**src/rtl/ts_rx_decoder_pkg.sv**
```systemverilog
// ============================================================================
// Module : ts_rx_decoder_pkg
// Brief  : Symbol constants, TS type / FSM encodings and a symbol-extract
//          helper shared by the TS receive decoder.
// Rev    : 1.0 - initial release
// ============================================================================
`default_nettype none

package ts_rx_decoder_pkg;

    localparam logic [7:0] COM       = 8'hBC;
    localparam logic [7:0] PADG12    = 8'hF7;
    localparam logic [7:0] TS1_IDTFR = 8'h4A;
    localparam logic [7:0] TS2_IDTFR = 8'h45;

    typedef enum logic [1:0] {
        TS_NONE = 2'b00,
        TS_T1   = 2'b01,
        TS_T2   = 2'b10
    } ts_type_e;

    typedef enum logic [1:0] {
        S_IDLE   = 2'b00,
        S_TRACK  = 2'b01,
        S_REPORT = 2'b10
    } state_e;

    // Symbol 0 lives in the most significant byte of the 128-bit word.
    function automatic logic [7:0] ts_sym(input logic [127:0] ts, input int idx);
        return ts[127 - 8*idx -: 8];
    endfunction

endpackage

`default_nettype wire

```
**src/rtl/ts_rx_decoder_if.sv**
```systemverilog
// ============================================================================
// Module : ts_rx_decoder_if
// Brief  : Link/lane number report handshake between the TS receive decoder
//          (master) and the TS generator (slave).
// Rev    : 1.0 - initial release
// ============================================================================
`default_nettype none

interface ts_rx_decoder_if;
    logic [7:0] rcv_link_num;
    logic       rcv_link_num_vld;
    logic [7:0] rcv_lane_num;
    logic       rcv_lane_num_vld;
    logic       update_ack;

    modport master (
        output rcv_link_num,
        output rcv_link_num_vld,
        output rcv_lane_num,
        output rcv_lane_num_vld,
        input  update_ack
    );

    modport slave (
        input  rcv_link_num,
        input  rcv_link_num_vld,
        input  rcv_lane_num,
        input  rcv_lane_num_vld,
        output update_ack
    );
endinterface

`default_nettype wire

```
**src/rtl/ts_rx_classify.sv**
```systemverilog
// ============================================================================
// Module : ts_rx_classify
// Brief  : Combinational TS1/TS2/malformed classifier; also breaks out the
//          header symbols 1..5 used for identity tracking and reporting.
// Rev    : 1.0 - initial release
// ============================================================================
`default_nettype none

module ts_rx_classify
    import ts_rx_decoder_pkg::*;
(
    input  logic [127:0] ts_in,
    output logic         is_ts1,
    output logic         is_ts2,
    output logic         is_bad,
    output logic [7:0]   sym1,
    output logic [7:0]   sym2,
    output logic [7:0]   sym3,
    output logic [7:0]   sym4,
    output logic [7:0]   sym5
);

    always_comb begin
        is_ts1 = (ts_sym(ts_in, 0) == COM);
        is_ts2 = is_ts1;
        for (int i = 6; i < 16; i++) begin
            is_ts1 = is_ts1 && (ts_sym(ts_in, i) == TS1_IDTFR);
            is_ts2 = is_ts2 && (ts_sym(ts_in, i) == TS2_IDTFR);
        end
        is_bad = !(is_ts1 || is_ts2);
    end

    assign sym1 = ts_sym(ts_in, 1);
    assign sym2 = ts_sym(ts_in, 2);
    assign sym3 = ts_sym(ts_in, 3);
    assign sym4 = ts_sym(ts_in, 4);
    assign sym5 = ts_sym(ts_in, 5);

endmodule

`default_nettype wire

```
**src/rtl/ts_rx_decoder.sv**
```systemverilog
// ============================================================================
// Module : ts_rx_decoder
// Brief  : Receive-side TS decoder: classifies and counts TS1/TS2 words and
//          reports link/lane numbers to the TS generator over vld/ack.
//          Define TS_RX_ERR_CNT_EN to build the malformed-TS counter.
// Rev    : 1.0 - initial release
// ============================================================================
`default_nettype none

module ts_rx_decoder
    import ts_rx_decoder_pkg::*;
#(
    parameter int CONSEC_NUM = 2,
    parameter int CNT_W      = 16
) (
    input  logic               clk,
    input  logic               rst,
    input  logic [127:0]       ts_in,
    input  logic               ts_in_valid,
    input  logic               clr,
    input  logic [CNT_W-1:0]   rcv_target,
    output logic [1:0]         ts_type,
    output logic [CNT_W-1:0]   rcv_cnt,
    output logic [3:0]         consec_cnt,
    output logic               rcv_enough,
    output logic [5:0]         rcv_rate,
    ts_rx_decoder_if.master    rpt,
    output logic [7:0]         err_cnt
);

    localparam logic [3:0] CONSEC_THR = 4'(CONSEC_NUM);

    logic        is_ts1, is_ts2, is_bad;
    logic [7:0]  sym1, sym2, sym3, sym4, sym5;
    logic        w_good;
    ts_type_e    w_type_in;
    logic [39:0] w_hdr;
    logic [7:0]  w_link, w_lane;
    logic        w_qual, w_load;

    state_e           state_q, state_d;
    ts_type_e         ts_type_q, ts_type_d;
    logic [CNT_W-1:0] rcv_cnt_q, rcv_cnt_d;
    logic [3:0]       consec_q, consec_d;
    logic [5:0]       rate_q, rate_d;
    logic [39:0]      prev_q, prev_d;
    logic [7:0]       link_num_q, link_num_d, lane_num_q, lane_num_d;
    logic             link_vld_q, link_vld_d, lane_vld_q, lane_vld_d;
    logic [7:0]       last_link_q, last_link_d, last_lane_q, last_lane_d;
    logic             last_vld_q, last_vld_d;

    ts_rx_classify u_classify (
        .ts_in  (ts_in),
        .is_ts1 (is_ts1),
        .is_ts2 (is_ts2),
        .is_bad (is_bad),
        .sym1   (sym1),
        .sym2   (sym2),
        .sym3   (sym3),
        .sym4   (sym4),
        .sym5   (sym5)
    );

    assign w_good    = ts_in_valid && !is_bad;
    assign w_type_in = is_ts1 ? TS_T1 : (is_ts2 ? TS_T2 : TS_NONE);
    assign w_hdr     = {sym1, sym2, sym3, sym4, sym5};

    // Counting and header tracking.
    always_comb begin
        ts_type_d = ts_type_q;
        rcv_cnt_d = rcv_cnt_q;
        consec_d  = consec_q;
        rate_d    = rate_q;
        prev_d    = prev_q;
        if (clr) begin
            ts_type_d = TS_NONE;
            rcv_cnt_d = '0;
            consec_d  = '0;
            prev_d    = '0;
        end else if (w_good) begin
            if (w_type_in != ts_type_q) begin
                ts_type_d = w_type_in;
                rcv_cnt_d = CNT_W'(1);
                consec_d  = 4'd1;
            end else begin
                rcv_cnt_d = (&rcv_cnt_q) ? rcv_cnt_q : rcv_cnt_q + 1'b1;
                if (w_hdr == prev_q) begin
                    consec_d = (&consec_q) ? consec_q : consec_q + 4'd1;
                end else begin
                    consec_d = 4'd1;
                end
            end
            prev_d = w_hdr;
            rate_d = sym4[5:0];
        end else if (ts_in_valid) begin
            consec_d = '0;
        end
    end

    // A report is due once the streak is long enough, the numbers are not
    // both PAD, and they differ from what the generator already consumed.
    // Evaluated as a level so a report suppressed by a coincident ack is
    // re-issued from the stored header once back in S_TRACK.
    assign w_link = prev_d[39:32];
    assign w_lane = prev_d[31:24];
    assign w_qual = (consec_d >= CONSEC_THR)
                 && ((w_link != PADG12) || (w_lane != PADG12))
                 && (!last_vld_q || (w_link != last_link_q) || (w_lane != last_lane_q));
    assign w_load = !clr && (state_q != S_REPORT) && w_qual;

    always_comb begin
        state_d     = state_q;
        link_num_d  = link_num_q;
        lane_num_d  = lane_num_q;
        link_vld_d  = link_vld_q;
        lane_vld_d  = lane_vld_q;
        last_link_d = last_link_q;
        last_lane_d = last_lane_q;
        last_vld_d  = last_vld_q;
        if (clr) begin
            state_d     = S_IDLE;
            link_vld_d  = 1'b0;
            lane_vld_d  = 1'b0;
            last_link_d = '0;
            last_lane_d = '0;
            last_vld_d  = 1'b0;
        end else begin
            case (state_q)
                S_IDLE: begin
                    if (w_good) state_d = S_TRACK;
                end
                S_TRACK: begin
                    state_d = S_TRACK;
                end
                S_REPORT: begin
                    if (rpt.update_ack) begin
                        link_vld_d = 1'b0;
                        lane_vld_d = 1'b0;
                        state_d    = S_TRACK;
                    end
                end
                default: state_d = S_IDLE;
            endcase
            if (w_load) begin
                link_num_d  = w_link;
                lane_num_d  = w_lane;
                link_vld_d  = (w_link != PADG12);
                lane_vld_d  = (w_lane != PADG12);
                last_link_d = w_link;
                last_lane_d = w_lane;
                last_vld_d  = 1'b1;
                state_d     = S_REPORT;
            end
        end
    end

    always_ff @(posedge clk) begin
        if (rst) begin
            state_q     <= S_IDLE;
            ts_type_q   <= TS_NONE;
            rcv_cnt_q   <= '0;
            consec_q    <= '0;
            rate_q      <= '0;
            prev_q      <= '0;
            link_num_q  <= '0;
            lane_num_q  <= '0;
            link_vld_q  <= 1'b0;
            lane_vld_q  <= 1'b0;
            last_link_q <= '0;
            last_lane_q <= '0;
            last_vld_q  <= 1'b0;
        end else begin
            state_q     <= state_d;
            ts_type_q   <= ts_type_d;
            rcv_cnt_q   <= rcv_cnt_d;
            consec_q    <= consec_d;
            rate_q      <= rate_d;
            prev_q      <= prev_d;
            link_num_q  <= link_num_d;
            lane_num_q  <= lane_num_d;
            link_vld_q  <= link_vld_d;
            lane_vld_q  <= lane_vld_d;
            last_link_q <= last_link_d;
            last_lane_q <= last_lane_d;
            last_vld_q  <= last_vld_d;
        end
    end

`ifdef TS_RX_ERR_CNT_EN
    logic [7:0] err_cnt_q, err_cnt_d;

    always_comb begin
        err_cnt_d = err_cnt_q;
        if (clr) begin
            err_cnt_d = '0;
        end else if (ts_in_valid && is_bad && !(&err_cnt_q)) begin
            err_cnt_d = err_cnt_q + 8'd1;
        end
    end

    always_ff @(posedge clk) begin
        if (rst) err_cnt_q <= '0;
        else     err_cnt_q <= err_cnt_d;
    end

    assign err_cnt = err_cnt_q;
`else
    assign err_cnt = 8'd0;
`endif

    assign ts_type              = ts_type_q;
    assign rcv_cnt              = rcv_cnt_q;
    assign consec_cnt           = consec_q;
    assign rcv_rate             = rate_q;
    assign rcv_enough           = (rcv_cnt_q >= rcv_target) && (rcv_target != '0);
    assign rpt.rcv_link_num     = link_num_q;
    assign rpt.rcv_link_num_vld = link_vld_q;
    assign rpt.rcv_lane_num     = lane_num_q;
    assign rpt.rcv_lane_num_vld = lane_vld_q;

endmodule

`default_nettype wire

```
**src/flat_wrapper.sv**
```systemverilog
// flat-port wrapper written by rule: the top's interface ports become plain ports
module ts_rx_decoder_flat import ts_rx_decoder_pkg::*;
#(
    parameter int CONSEC_NUM = 2,
    parameter int CNT_W      = 16
)
  (clk, rst, ts_in, ts_in_valid, clr, rcv_target, ts_type, rcv_cnt, consec_cnt, rcv_enough, rcv_rate, err_cnt, rpt_rcv_link_num, rpt_rcv_link_num_vld, rpt_rcv_lane_num, rpt_rcv_lane_num_vld, rpt_update_ack);
  ts_rx_decoder_if rpt_i ();
  input  logic clk;
  input  logic rst;
  input  logic [127:0] ts_in;
  input  logic ts_in_valid;
  input  logic clr;
  input  logic [CNT_W-1:0] rcv_target;
  output logic [1:0] ts_type;
  output logic [CNT_W-1:0] rcv_cnt;
  output logic [3:0] consec_cnt;
  output logic rcv_enough;
  output logic [5:0] rcv_rate;
  output logic [7:0] err_cnt;
  output wire logic [$bits(rpt_i.rcv_link_num)-1:0] rpt_rcv_link_num;
  output wire logic [$bits(rpt_i.rcv_link_num_vld)-1:0] rpt_rcv_link_num_vld;
  output wire logic [$bits(rpt_i.rcv_lane_num)-1:0] rpt_rcv_lane_num;
  output wire logic [$bits(rpt_i.rcv_lane_num_vld)-1:0] rpt_rcv_lane_num_vld;
  input wire logic [$bits(rpt_i.update_ack)-1:0] rpt_update_ack;
  assign rpt_rcv_link_num = rpt_i.rcv_link_num;
  assign rpt_rcv_link_num_vld = rpt_i.rcv_link_num_vld;
  assign rpt_rcv_lane_num = rpt_i.rcv_lane_num;
  assign rpt_rcv_lane_num_vld = rpt_i.rcv_lane_num_vld;
  assign rpt_i.update_ack = rpt_update_ack;
  ts_rx_decoder #(.CONSEC_NUM(CONSEC_NUM), .CNT_W(CNT_W)) u_core (.clk(clk), .rst(rst), .ts_in(ts_in), .ts_in_valid(ts_in_valid), .clr(clr), .rcv_target(rcv_target), .ts_type(ts_type), .rcv_cnt(rcv_cnt), .consec_cnt(consec_cnt), .rcv_enough(rcv_enough), .rcv_rate(rcv_rate), .rpt(rpt_i), .err_cnt(err_cnt));
endmodule
```
**config.mk**
```make
export PLATFORM = sky130hd
export DESIGN_NAME = ts_rx_decoder_flat
export DESIGN_NICKNAME = d
export VERILOG_FILES = /design/src/rtl/ts_rx_decoder_pkg.sv /design/src/rtl/ts_rx_decoder_if.sv /design/src/rtl/ts_rx_classify.sv /design/src/rtl/ts_rx_decoder.sv /design/src/flat_wrapper.sv
export SDC_FILE = /design/constraint.sdc
export NUM_CORES = 1
export LEC_CHECK = 0
export ABC_AREA = 0
export BUFFER_PORTS_ARGS = -buffer_cell sky130_fd_sc_hd__buf_2
export CORE_ASPECT_RATIO = 0.6
export CORE_MARGIN = 8
export CORE_UTILIZATION = 38
export CTS_CLUSTER_SIZE = 20
export DETAILED_ROUTE_END_ITERATION = 10
export PLACE_DENSITY_LB_ADDON = 0.08
export SLEW_MARGIN = 20
export SYNTH_ARGS = -nofsm -noshare
export SYNTH_HDL_FRONTEND = slang
export SYNTH_HIERARCHICAL = 1
export SYNTH_SLANG_ARGS = --single-unit
```
**constraint.sdc**
```tcl
create_clock -name clk -period 5.2 [get_ports clk]
set_input_delay 1.3 -clock clk [delete_from_list [all_inputs] [get_ports clk]]
set_output_delay 1.3 -clock clk [all_outputs]
set_load 0.03 [all_outputs]
```
Word level (Yosys, flattened, before mapping)
Index checks and enable logic that the tools add are counted.
- register bits: 105
- input port bits: 149
- magnitude comparators: 2
- $add $sub $neg: 2
- mux-type cells: 20
- reduce and logical (&&, ||, !) cells: 47
- bitwise logic cells: 1
- equality and inequality tests: 35
- operators by type and width (kind ; number):
    $eq 8x7->1 const B ; 20
    $mux 40 ; 2
    $eq 40x40->1 ; 1
    $mux 16 ; 2
    $logic_and 1x1->1 ; 26
    $mux 4 ; 6
    $add 16x1->16 const B ; 1
    $ge 16x16->1 ; 1
    $ne 8x8->1 ; 2
    $ne 8x8->1 const B ; 2
    $reduce_and 16->1 ; 1
    $reduce_bool 16->1 ; 1
    $reduce_and 2->1 ; 7
    $mux 2 ; 5
    $eq 8x8->1 const B ; 1
    $pmux 2 s3 ; 1
    $add 4x1->4 const B ; 1
    $ge 4x2->1 const B ; 1
    $logic_or 1x1->1 ; 4
    $mux 1 ; 4
    $ne 2x1->1 const B ; 2
    $ne 2x2->1 const B ; 2
    $reduce_and 4->1 ; 1
    $reduce_bool 2->1 ; 2
    other kinds (10) ; 11

Longest topological paths before layout
Gate-level depths: netlist (run 1).
- depth after elaboration: 23
- gate-level depth with buffers: 16
- gate-level depth less buffers: 12

By module
Netlist (run 1), hierarchy kept.
- modules (own cells, without submodules) (module ; cells each ; area each (sq um) ; seq. area each (sq um) ; times used):
    ts_rx_decoder ; 649 ; 5512.8 ; 2102.0 ; 1
    ts_rx_classify ; 89 ; 721.9 ; 0.0 ; 1

Worst setup path after synthesis (run 1)
No wires, ideal clock.
- path kind: input to register
- start point: in ts_in[16]
- end point: reg u_core.last_lane_q[0]
- buffers on the path: 4
- library setup time: 127 ps
- stages on the path: 16
- setup slack: 885 ps
- data arrival time: 4188 ps
- cells stage by stage: and4bb_2 > nand4_1 > nor4_1 > o21ai_0 > nand2b_1 > buf_6 > buf_6 > mux2i_2 > a2111o_1 > o311ai_0 > o221ai_1 > or4_1 > buf_2 > buf_6 > nand3_1 > o21ai_1
- longest elaborated chain between the ends: 14
- ends and longest elaborated chain (item ; line ; source):
    start, declared ; flat_wrapper.sv:11 ; input logic [127:0] ts_in;
    $eq 8x7->1 ; ts_rx_classify.sv:28 ; is_ts2 = is_ts2 && (ts_sym(ts_in, i) == TS2_IDTFR);
    $logic_and 1x1->1 (3 in series) ; ts_rx_classify.sv:28 ;
    $mux 2 (2 in series) ; ts_rx_decoder.sv:65 ; assign w_type_in = is_ts1 ? TS_T1 : (is_ts2 ? TS_T2 : TS_NONE);
    $ne 2x2->1 ; ts_rx_decoder.sv:81 ; if (w_type_in != ts_type_q) begin
    $mux 4 ; ts_rx_decoder.sv:81 ;
    $mux 4 ; ts_rx_decoder.sv:80 ; end else if (w_good) begin
    $mux 4 ; ts_rx_decoder.sv:75 ; if (clr) begin
    $ge 4x2->1 ; ts_rx_decoder.sv:106 ; assign w_qual = (consec_d >= CONSEC_THR)
    $logic_and 1x1->1 ; ts_rx_decoder.sv:107 ; && ((w_link != PADG12) || (w_lane != PADG12))
    $logic_and 1x1->1 ; ts_rx_decoder.sv:108 ; && (!last_vld_q || (w_link != last_link_q) || (w_lane != last_lane_q));
    $logic_and 1x1->1 ; ts_rx_decoder.sv:109 ; assign w_load = !clr && (state_q != S_REPORT) && w_qual;
    end signal, assigned ; ts_rx_decoder.sv:184 ; last_lane_q <= last_lane_d;
    end, declared ; ts_rx_decoder.sv:49 ; logic [7:0] last_link_q, last_link_d, last_lane_q, last_lane_d;
Several ways; a longest one is shown, not always the timed one.
A chain may end at the register's enable or synchronous reset.

Worst setup path in the final report (run 1)
- start point: in ts_in[68]
- end point: reg u_core.last_link_q[1]
- longest elaborated chain between the ends: 20
- ends and longest elaborated chain (item ; line ; source):
    $eq 8x7->1 ; ts_rx_classify.sv:28 ;
    $logic_and 1x1->1 (9 in series) ; ts_rx_classify.sv:28 ;
    $mux 2 (2 in series) ; ts_rx_decoder.sv:65 ;
    $ne 2x2->1 ; ts_rx_decoder.sv:81 ;
    $mux 4 ; ts_rx_decoder.sv:81 ;
    $mux 4 ; ts_rx_decoder.sv:80 ;
    $mux 4 ; ts_rx_decoder.sv:75 ;
    $ge 4x2->1 ; ts_rx_decoder.sv:106 ;
    $logic_and 1x1->1 ; ts_rx_decoder.sv:107 ;
    $logic_and 1x1->1 ; ts_rx_decoder.sv:108 ;
    $logic_and 1x1->1 ; ts_rx_decoder.sv:109 ;
    end signal, assigned ; ts_rx_decoder.sv:183 ; last_link_q <= last_link_d;
    end, declared ; ts_rx_decoder.sv:49 ;
Several ways; a longest one is shown, not always the timed one.

==> results.md, run 1 <==
- Setup violators final: 0
- PortBufs: 195
- Starting Density: 38.7%
- Period utilisation layout: 92.9%
- Mean post-synth cell area: 8.45 um2
- Top post-synthesis cells by count: dfxtp_1, nand2_1, a21oi_1, buf_4, nor2_1
- Clock Pin Slew Worst Setup and Hold Paths: 70 ps
- Synthesis warning total: 6
- Post-Syn Instances: 738
- Synth Flop Type: dfxtp_1
- Clk sinks: 105
- Inserted Diodes: 0
- Max_slew headroom: 52.7%
- Final max-slew violation count: 0
- Area leader, netlist: dfxtp_1
- Wire length on met2: 8920 um
- First-pass DRT Iterations: 5
- Total wire length: 20200 um
- All-Layer GR Usage: 19.0%
- Final Util: 46.3%
- Final GP Congestion: 0.947
- Die Y: 115 um
- Number of global-route vias before repair: 6018
- H-tree levels: 3
- Global-route wire length before repair: 31800 um
- Worst EP arrival: 5030 ps
- Fin worst setup slack: 371 ps
- Share of layout cells above drive strength 1: 29.2%
- CTS Root Buffer Type: clkbuf_16
- FF-to-FF Start: u_core/prev_q[38]
- Pre-CTS WS: -31.9 ps
- F_max: 207 MHz
- Max VDD drop: 0.167 mV
- Synth cell types: 66
- Fillers: 1622
- Hold path start: u_core/rpt.rcv_link_num[3]
- Post-synth EDFFs: 0
- TritonCTS clock tree: done
- M1 wire length: 9450 um
- Num CTS Buffers: 9
- WP data required: 5400 ps
- Fin. Hold Viols: 0
- Dpl cells: 1084
- Initial antenna violation count: 1
- Largest net degree at the start of global routing: 54
- Net Sw Frac: 23.2%
- Critical path class: primary input to flop
- Buffer count from post-CTS setup fixing: 0
- Metal3 WL: 1560 um
- Comb power frac: 8.9%
- Drt wl/cell: 18.4 um
- Int Pwr: 0.00129 W
- Hold-fix buffers, CTS: 0
- Worst min path class: flop to flop
- Seq/Total Area, Yosys: 33.7%
- Top sig layer: met5
- Clock power share: 43.4%
- Syn-to-layout area delta: 19.7%
- Seq pwr share: 47.7%
- Core area: 16100 um2
- Psw: 0.000391 W
- Count leader, synth: dfxtp_1
- # DRC: 0
- Post-Route Setup TNS: 0 ps
- Startpoint Class: primary input
- Post-route ant nets: 0
- Fin cells: 1099
- Hpwl dp: 16400 um
- Vias post-DR: 5815
- Post-Syn Area: 6230 um2
- Nets: 1053
- Horiz. Die Dim: 181 um
- CTS max path bufs: 2
- Pleak: 3.04 nW
- Synth top area cells: dfxtp_1, buf_4, xnor2_1
- Vias per inst: 5.29
- PostCTS Resize Cnt: 0
- Worst-Margin Slew: 708 ps
- Outcome: complete, no violations
- Worst Setup SP: ts_in[68]
- Ports: 204
- Nature of the critical path endpoint: flop
- Asr flop ratio synth: 0%
- Synthesis-stage register bit count: 105
- Synth top area share: 33.7%
- GRT Residual Overflow: 0
- Row Count: 36
- PwrDens: 226 nW/um2
- RSZ-0062 raised after global routing: no
- CP Max Fanout: 17
- Maxcap violations: 0
- Clock Latency Late Sink: 340 ps
- Min cycle time layout: 4830 ps
- DR iter-0 viols: 333
- Total Die Area: 20900 um2
- Max Clock Skew: 7.56 ps
- Final hold slack: 463 ps
## flip-flops by register name (all words and copies together), names as in the netlist
register,flops
u_core/prev_q,40
u_core/rcv_cnt,16
u_core/last_lane_q,8
u_core/last_link_q,8
u_core/rpt.rcv_lane_num,8
u_core/rpt.rcv_link_num,8
u_core/rcv_rate,6
u_core/consec_cnt,4
u_core/state_q,2
u_core/ts_type,2
u_core/last_vld_q,1
u_core/rpt.rcv_lane_num_vld,1
u_core/rpt.rcv_link_num_vld,1
## critical path: stages
cell      delay [ps]
buf_2             90
nor4b_1          360
buf_4            200
nand4_1          160
nor3_2           250
o21ai_0          240
nand2b_2         290
buf_12           180
mux2i_2          290
xnor2_1          110
nor4b_1          260
o221ai_1         280
or4_1            560
buf_4            230
nand3_1          130
o31ai_1           90
## final cells by class
class	instances	area, um2	area share [%]
Inverter	22	82.6	1.11
Multi-Input combinational cell	538	3590	48.1
Tap cell	209	262	3.50
Clock buffer	9	225	3.02
Sequential cell	105	2100	28.2
Clock inverter	6	90.1	1.21
Timing Repair Buffer	210	1110	14.9
## power by group through the flow
stage	sequential [W]	clock, W	combinational (W)
2_1_floorplan	0.000823	0	0.0000928
3_3_place_gp	0.000823	0	0.000146
3_5_place_dp	0.000823	0	0.000149
4_1_cts	0.000804	0.000751	0.000150
5_1_grt	0.000804	0.000778	0.000163
6_report	0.000804	0.000732	0.000150
## layout by cell type (no fill, tap or decap), types with 4 or more instances in the layout
cell	instances
buf_2	195
dfxtp_1	105
nand2_1	85
a21oi_1	49
nor2_1	44
xnor2_1	39
nand2b_1	27
o21ai_0	24
nand4_1	23
inv_1	22
nand3_1	22
xor2_1	22
o21ai_1	20
ha_1	18
buf_4	13
nor4_1	12
nor4b_1	12
mux2i_1	10
clkbuf_16	9
nand3_2	9
conb_1	8
and4bb_2	8
o31ai_1	7
a21o_1	6
and4b_1	6
and4bb_1	6
nor2b_1	5
mux2i_4	4
a211oi_1	4
nor4bb_1	4
## routing by layer
layer	up-vias	track usage, %
li1	2860	-
met1	2715	24.4
met2	218	31.4
met3	20	5.14
met4	2	4.57
met5	-	0
## metrics by stage
step	power [W]	instance area (um2)
after global placement	0.000969	7130
after global routing	0.00174	7460
after floorplan	0.000916	6260
after detailed placement	0.000972	7130
after CTS	0.00170	7450
final	0.00169	7460
## path summary, 6_finish.rpt
path | endpoint | slack (ps) | depth (start not counted)
worst min register to register | u_core/rpt.rcv_link_num[3] | 460 | 2
worst max-delay path | u_core/last_link_q[1] | 370 | 16
worst max register to register | u_core/rpt.rcv_lane_num_vld | 2540 | 8
worst min-delay path | u_core/rpt.rcv_link_num[3] | 460 | 2
## cell families after synthesis
logic type | Yosys count | share of synthesized area (%)
simple gates | 297 | 27.5
other cells | 1 | 0.0601
xor+xnor | 61 | 8.57
compound gates | 137 | 13.4
flops | 105 | 33.7
buf+inv | 102 | 9.47
fa+ha+maj | 18 | 3.61
mux | 17 | 3.71
Note: power is estimated with default switching activity, not from simulation.
==> run 2: changes to the inputs <==
- clock period: 5.2 -> 4 ns (I/O delays scaled with it)
==> run 2 against run 1 <==
The run now ends with setup timing left. Final cell count is 2.8% higher. Global-route usage is 1.0 points higher. Worst setup slack worse by 390 ps. Sequential share of layout area shrank 2.4 points. Flip-flop and latch count is the same. Largest cell class unchanged.
==> results.md, run 2 (synthesized netlist as in run 1, its figures left out) <==
- Hold path start: u_core/prev_q[10] (was u_core/rpt.rcv_link_num[3])
- Register area: 2100 um2 (unchanged)
- Commonest non-fill, non-tap cell in the layout: buf_2 (unchanged)
- Starting Density: 38.7% (unchanged)
- Max VDD drop: 0.203 mV (was 0.167 mV)
- Area occupied by multi-input gates: 3920 um2 (was 3590 um2)
- Nature of the critical path endpoint: flop (unchanged)
- # DRC: 0 (unchanged)
- Core area: 16100 um2 (unchanged)
- Final max-slew violation count: 0 (unchanged)
- Clock Latency Late Sink: 350 ps (was 340 ps)
- Failing checks: setup timing
- Total power: 0.00224 W (was 0.00169 W)
- Clock Pin Slew Worst Setup and Hold Paths: 70 ps (about the same)
- Largest net degree at the start of global routing: 54 (unchanged)
- Num CTS Buffers: 9 (unchanged)
- Drt wl/cell: 19.1 um (was 18.4 um)
- Pre-CTS WS: -693 ps (was -31.9 ps)
- Worst-Margin Slew: 730 ps (was 708 ps)
- Horiz. Die Dim: 181 um (unchanged)
- RSZ-0062 raised after global routing: yes (was no)
- Clk sinks: 105 (unchanged)
- Max_slew headroom: 51.4% (was 52.7%)
- Largest register FFs: 40 (unchanged)
- F_max: 249 MHz
- Final Cell Area: 8170 um2 (was 7460 um2)
- Worst hold path depth: 2 (unchanged)
- Share of layout cells above drive strength 1: 36.0% (was 29.2%)
- Maxcap violations: 0 (unchanged)
- Vias per inst: 5.31 (was 5.29)
- Fillers: 1559 (was 1622)
- Fin. Hold Viols: 0 (unchanged)
- Setup violators final: 9 (was 0)
- Hold EP: u_core/prev_q[10] (was u_core/rpt.rcv_link_num[3])
- Commonest cells after routing, fill and taps aside: buf_2, dfxtp_1, nand2_1, a21oi_1, nor2_1 (unchanged)
- Min cycle time layout: 4020 ps
- R2R setup slack: 1110 ps (was 2540 ps)
- WP data required: 4240 ps (was 5400 ps)
- Critical path class: primary input to flop (unchanged)
- R2R depth: 9 (was 8)
- Top reg by flops: u_core/prev_q (unchanged)
- Ports: 204 (unchanged)
- Die Y: 115 um (unchanged)
- H-tree levels: 3 (unchanged)
- Final GP Congestion: 0.968 (was 0.947)
- FF-to-FF Start: u_core/prev_q[37] (was u_core/prev_q[38])
- TritonCTS clock tree: done (unchanged)
- Total wire length: 21600 um (was 20200 um)
- Worst EP arrival: 4260 ps (was 5030 ps)
- Total Die Area: 20900 um2 (unchanged)
- CTS max path bufs: 2 (unchanged)
- DR iter-0 viols: 404 (was 333)
- Fin worst setup slack: -19.5 ps (was 371 ps)
- CP Max Fanout: 8 (was 17)
- GRT Residual Overflow: 0 (unchanged)
- Initial antenna violation count: 2 (was 1)
- PwrDens: 274 nW/um2 (was 226 nW/um2)
- Global-route wire length before repair: 33400 um (was 31800 um)
- R2r endpoint: u_core/last_lane_q[7] (was u_core/rpt.rcv_lane_num_vld)
- Syn-to-layout area delta: 31.0% (was 19.7%)
- Hpwl dp: 16900 um (was 16400 um)
- Number of global-route vias before repair: 6350 (was 6018)
- Row Count: 36 (unchanged)
- PortBufs: 195 (unchanged)
- Outcome: finished, violations left (was complete, no violations)
- CTS Root Buffer Type: clkbuf_16 (unchanged)
- Hold-fix buffers, CTS: 0 (unchanged)
- Worst min path class: flop to flop (unchanged)
- Period utilisation layout: 100%
- Post-route ant nets: 0 (unchanged)
- Nets: 1082 (was 1053)
- Pleak: 3.32 nW (was 3.04 nW)
- All-Layer GR Usage: 20.0% (was 19.0%)
- Vias post-DR: 5997 (was 5815)
- Startpoint Class: primary input (unchanged)
- Post-DP Area: 7330 um2 (was 7130 um2)
- Max Clock Skew: 9.23 ps (was 7.56 ps)
- First-pass DRT Iterations: 5 (unchanged)
## run 2: cell types whose count changed in the layout (fill, tap and decap cells not counted), moves of 5 or more
cell / before / now
o31ai_1: 7 / 2
nor4b_1: 12 / 4
nor4b_2: 0 / 6
o21ai_0: 24 / 19
buf_2: 195 / 187
o21ai_2: 0 / 8
buf_4: 13 / 32
mux2i_4: 4 / 11
mux2i_1: 10 / 3
buf_6: 0 / 14
## run 2: metal layers
metal,share of wire (%),GRT usage [%],up-vias
met2,45,33.3,200
li1,-,-,2915
met3,7.1,5.68,16
met1,47,25.5,2864
met5,0.056,0,-
met4,0.97,4.57,2
## run 2: final cells by class
class,instances,area share [%]
flip-flops and latches,105,25.7
multi-input cells,538,48.0
well taps,209,3.20
repair buffers,239,18.0
clock buffers,11,2.97
clock inverters,5,1.04
diodes,1,0.0306
inverters,22,1.01
## run 2: how the worst max path moves through the flow
stage	endpoint	slack, ps	from
global placement	u_core/last_vld_q	-650	ts_in[27]
global route	u_core/last_link_q[1]	-170	ts_in[13]
floorplan	u_core/last_lane_q[0]	6	ts_in[16]
CTS	u_core/last_link_q[5]	1	ts_in[0]
finish	u_core/last_lane_q[7]	-20	ts_in[74]
detailed placement	u_core/last_lane_q[1]	-690	ts_in[25]
## run 2: critical path, cell delays in order
cell and delay (ps):
buf_2 110, nor4bb_2 280, nand2_1 120, nor4_2 270, buf_4 160, o21ai_2 80, nand2b_4 230, buf_12 190
mux2i_4 210, buf_6 140, a21o_1 150, a211o_1 270, o211ai_1 150, nor4_2 100, buf_4 160, nor2_4 300
clkbuf_16 240, o21ai_0 80
## run 2: repair_timing
item                                    in CTS  in global routing
endpoints found under the setup margin      37                 37
gates resized for setup                     24                 55
buffers inserted                             0                  1
pin swaps                                    3                 22
cloned                                       1                  3
## run 2: stage by stage
stage	setup TNS [ps]	utilization, %	std cells	hold WS, ps
after CTS	0	48.4	1125	466
after global routing	-2600	50.7	1130	487
after global placement	-21540	45.4	1108	452
final	-109	50.7	1130	469
after floorplan	0	-	745	440
after detailed placement	-20550	45.4	1108	456
## run 2: power breakdown
group          switching [W]  total (W)  internal (W)  leakage, nW
logic               0.000113   0.000210     0.0000971         2.31
clock network       0.000413   0.000985      0.000572        0.162
registers        0.000000613    0.00104       0.00104        0.845
==> run 3: changes to the inputs <==
- BUFFER_PORTS_ARGS: -buffer_cell sky130_fd_sc_hd__buf_2 -> -buffer_cell sky130_fd_sc_hd__buf_4
==> run 3 against run 2 <==
The run still ends with setup timing left. Flip-flop and latch count unchanged. Clock power decreased by 9.7%. Clock skew about the same. Combinational power increased by 17%. Hold slack about the same. Maximum frequency decreased by 0.57%. Register-to-register slack improved by 110 ps. Utilization increased by 2.7 points. Via count decreased by 0.62%. Non-clock buffer count increased by 3. Largest cell class unchanged. Largest power group unchanged.
==> results.md, run 3 (synthesized netlist as in run 1, its figures left out) <==
- Hold path start: u_core/prev_q[23] (was u_core/prev_q[10])
- Global-route wire length before repair: 32900 um (was 33400 um)
- CTS Root Buffer Type: clkbuf_16 (unchanged)
- Vias post-DR: 5960 (was 5997)
- Fin. Hold Viols: 0 (unchanged)
- R2R depth: 8 (was 9)
- First-pass DRT Iterations: 5 (unchanged)
- Inserted Diodes: 0 (was 1)
- Fin worst setup slack: -42.5 ps (was -19.5 ps)
- Final Util: 53.4% (was 50.7%)
- Max_slew headroom: 55.3% (was 51.4%)
- Total wire length: 21200 um (was 21600 um)
- Clock Latency Late Sink: 350 ps (about the same)
- Maxcap violations: 0 (unchanged)
- WP data required: 4230 ps (was 4240 ps)
- All-Layer GR Usage: 19.8% (was 20.0%)
- FF-to-FF Start: u_core/prev_q[33] (was u_core/prev_q[37])
- Max Clock Skew: 9.24 ps (was 9.23 ps)
- Total Die Area: 20900 um2 (unchanged)
- Share of layout cells above drive strength 1: 35.3% (was 36.0%)
- Final max-slew violation count: 0 (unchanged)
- # DRC: 0 (unchanged)
- Worst EP arrival: 4270 ps (was 4260 ps)
- DR iter-0 viols: 297 (was 404)
- Vias per inst: 5.27 (was 5.31)
- Slowest cell on crit path: or4_4 (was nor2_4)
- Syn-to-layout area delta: 38.0% (was 31.0%)
- Total power: 0.00218 W (was 0.00224 W)
- Post-DP Area: 7810 um2 (was 7330 um2)
- F_max: 247 MHz (was 249 MHz)
- CTS max path bufs: 2 (unchanged)
- Startpoint Class: primary input (unchanged)
- TritonCTS clock tree: done (unchanged)
- Initial antenna violation count: 0 (was 2)
- Post-route ant nets: 0 (unchanged)
- Die Y: 115 um (unchanged)
- Worst min path class: flop to flop (unchanged)
- Failing checks: setup timing (unchanged)
- Number of global-route vias before repair: 6100 (was 6350)
- Outcome: finished, violations left (unchanged)
- Row Count: 36 (unchanged)
- Final Cell Area: 8600 um2 (was 8170 um2)
- Commonest cells after routing, fill and taps aside: buf_4, dfxtp_1, nand2_1, a21oi_1, nor2_1 (was buf_2, dfxtp_1, nand2_1, a21oi_1, nor2_1)
- Final GP Congestion: 0.956 (was 0.968)
- Commonest non-fill, non-tap cell in the layout: buf_4 (was buf_2)
- CP Cell Sequence: buf_6 -> nor4bb_1 -> nand2_1 -> nor4_1 -> buf_4 -> o21ai_4 -> nand2b_4 -> buf_12 -> buf_12 -> mux2i_4 -> xnor2_1 -> o32a_1 -> o32a_1 -> or4_4 -> buf_8 -> nand3_2 -> o21ai_0 (was buf_2 -> nor4bb_2 -> nand2_1 -> nor4_2 -> buf_4 -> o21ai_2 -> nand2b_4 -> buf_12 -> mux2i_4 -> buf_6 -> a21o_1 -> a211o_1 -> o211ai_1 -> nor4_2 -> buf_4 -> nor2_4 -> clkbuf_16 -> o21ai_0)
- PwrDens: 253 nW/um2 (was 274 nW/um2)
- R2R setup slack: 1220 ps (was 1110 ps)
- Hold EP: u_core/prev_q[23] (was u_core/prev_q[10])
- Pleak: 3.44 nW (was 3.32 nW)
- Clk sinks: 105 (unchanged)
- Clock Pin Slew Worst Setup and Hold Paths: 70 ps (about the same)
- Worst hold path depth: 2 (unchanged)
- Max VDD drop: 0.212 mV (was 0.203 mV)
- CP Max Fanout: 5 (was 8)
- Starting Density: 38.7% (unchanged)
- GRT Residual Overflow: 0 (unchanged)
- Largest register FFs: 40 (unchanged)
- Num CTS Buffers: 9 (unchanged)
- Largest net degree at the start of global routing: 54 (unchanged)
- Hpwl dp: 16500 um (was 16900 um)
- Min cycle time layout: 4040 ps (was 4020 ps)
- Worst path max stage delay: 610 ps (was 300 ps)
- Ports: 204 (unchanged)
- R2r endpoint: u_core/rpt.rcv_lane_num_vld (was u_core/last_lane_q[7])
- Setup violators final: 30 (was 9)
- Post-Route Setup TNS: -626 ps (was -109 ps)
- Nets: 1085 (was 1082)
- Top reg by flops: u_core/prev_q (unchanged)
- PortBufs: 195 (unchanged)
- Worst-Margin Slew: 670 ps (was 730 ps)
- Horiz. Die Dim: 181 um (unchanged)
- Critical path class: primary input to flop (unchanged)
- Pre-CTS WS: -576 ps (was -693 ps)
- RSZ-0062 raised after global routing: yes (unchanged)
- Nature of the critical path endpoint: flop (unchanged)
- Period utilisation layout: 101% (was 100%)
- H-tree levels: 3 (unchanged)
- Hold-fix buffers, CTS: 0 (unchanged)
- Drt wl/cell: 18.7 um (was 19.1 um)
- Core area: 16100 um2 (unchanged)
[run 3: cell types whose count changed in the layout (fill, tap and decap cells not counted), moves of 3 or more]
cell | before | now
buf_4 | 32 | 221
buf_2 | 187 | 0
o21ai_1 | 17 | 24
o21ai_2 | 8 | 1
nand3_1 | 20 | 14
buf_6 | 14 | 9
nand3_2 | 11 | 15
buf_12 | 3 | 6
buf_8 | 0 | 3
clkinv_2 | 1 | 4
nor4_1 | 9 | 12
o31ai_1 | 2 | 5
[run 3: stage by stage]
step	std cells	hold slack, ps
global placement	1106	454
finish	1132	469
CTS	1131	470
global route	1132	486
floorplan	745	440
detailed placement	1106	457
[run 3: per-layer routing]
layer	routed length [um]	track usage (%)
met1	9700	25.5
met3	1720	6.25
met5	0	0
met2	9520	32.2
met4	235	4.30
[run 3: worst max-delay path by stage]
stage                     cells after the start  slack [ps]                         end      start
after global placement                       16        -560       u_core/last_link_q[0]  ts_in[74]
after CTS                                    17         -40       u_core/last_link_q[1]  ts_in[51]
after floorplan                              16           6       u_core/last_lane_q[0]  ts_in[16]
final                                        17         -40  u_core/rpt.rcv_link_num[1]  ts_in[51]
after detailed placement                     16        -580       u_core/last_link_q[0]  ts_in[74]
after global routing                         17        -160       u_core/last_link_q[3]  ts_in[74]
[run 3: final cells by class]
type                    instances  area, um2
multi-input cells             538       3850
well taps                     209        262
inverters                      22       82.6
fillers                      1489       7520
flip-flops and latches        105       2100
clock inverters                 7       67.6
repair buffers                242       2020
clock buffers                   9        225
[run 3: power by group]
group          internal, W  total (W)  switching [W]
clock             0.000486   0.000889       0.000403
sequential         0.00104    0.00105    0.000000584
combinational     0.000136   0.000246       0.000111
total              0.00167    0.00218       0.000514
[run 3: repair_timing]
action,4_1_cts,5_1_grt
endpoints found under the hold margin,0,0
setup buffers,6,1
resized for setup,44,26
gates cloned,3,0
pin swaps,18,14
endpoints found under the setup margin,37,37
[run 3: worst max-delay path: cells and delay by family]
family / cells / cell delay, ps
buf+inv: 5 / 730
xor+xnor: 1 / 130
compound gates: 4 / 670
simple gates: 6 / 1540
mux: 1 / 190
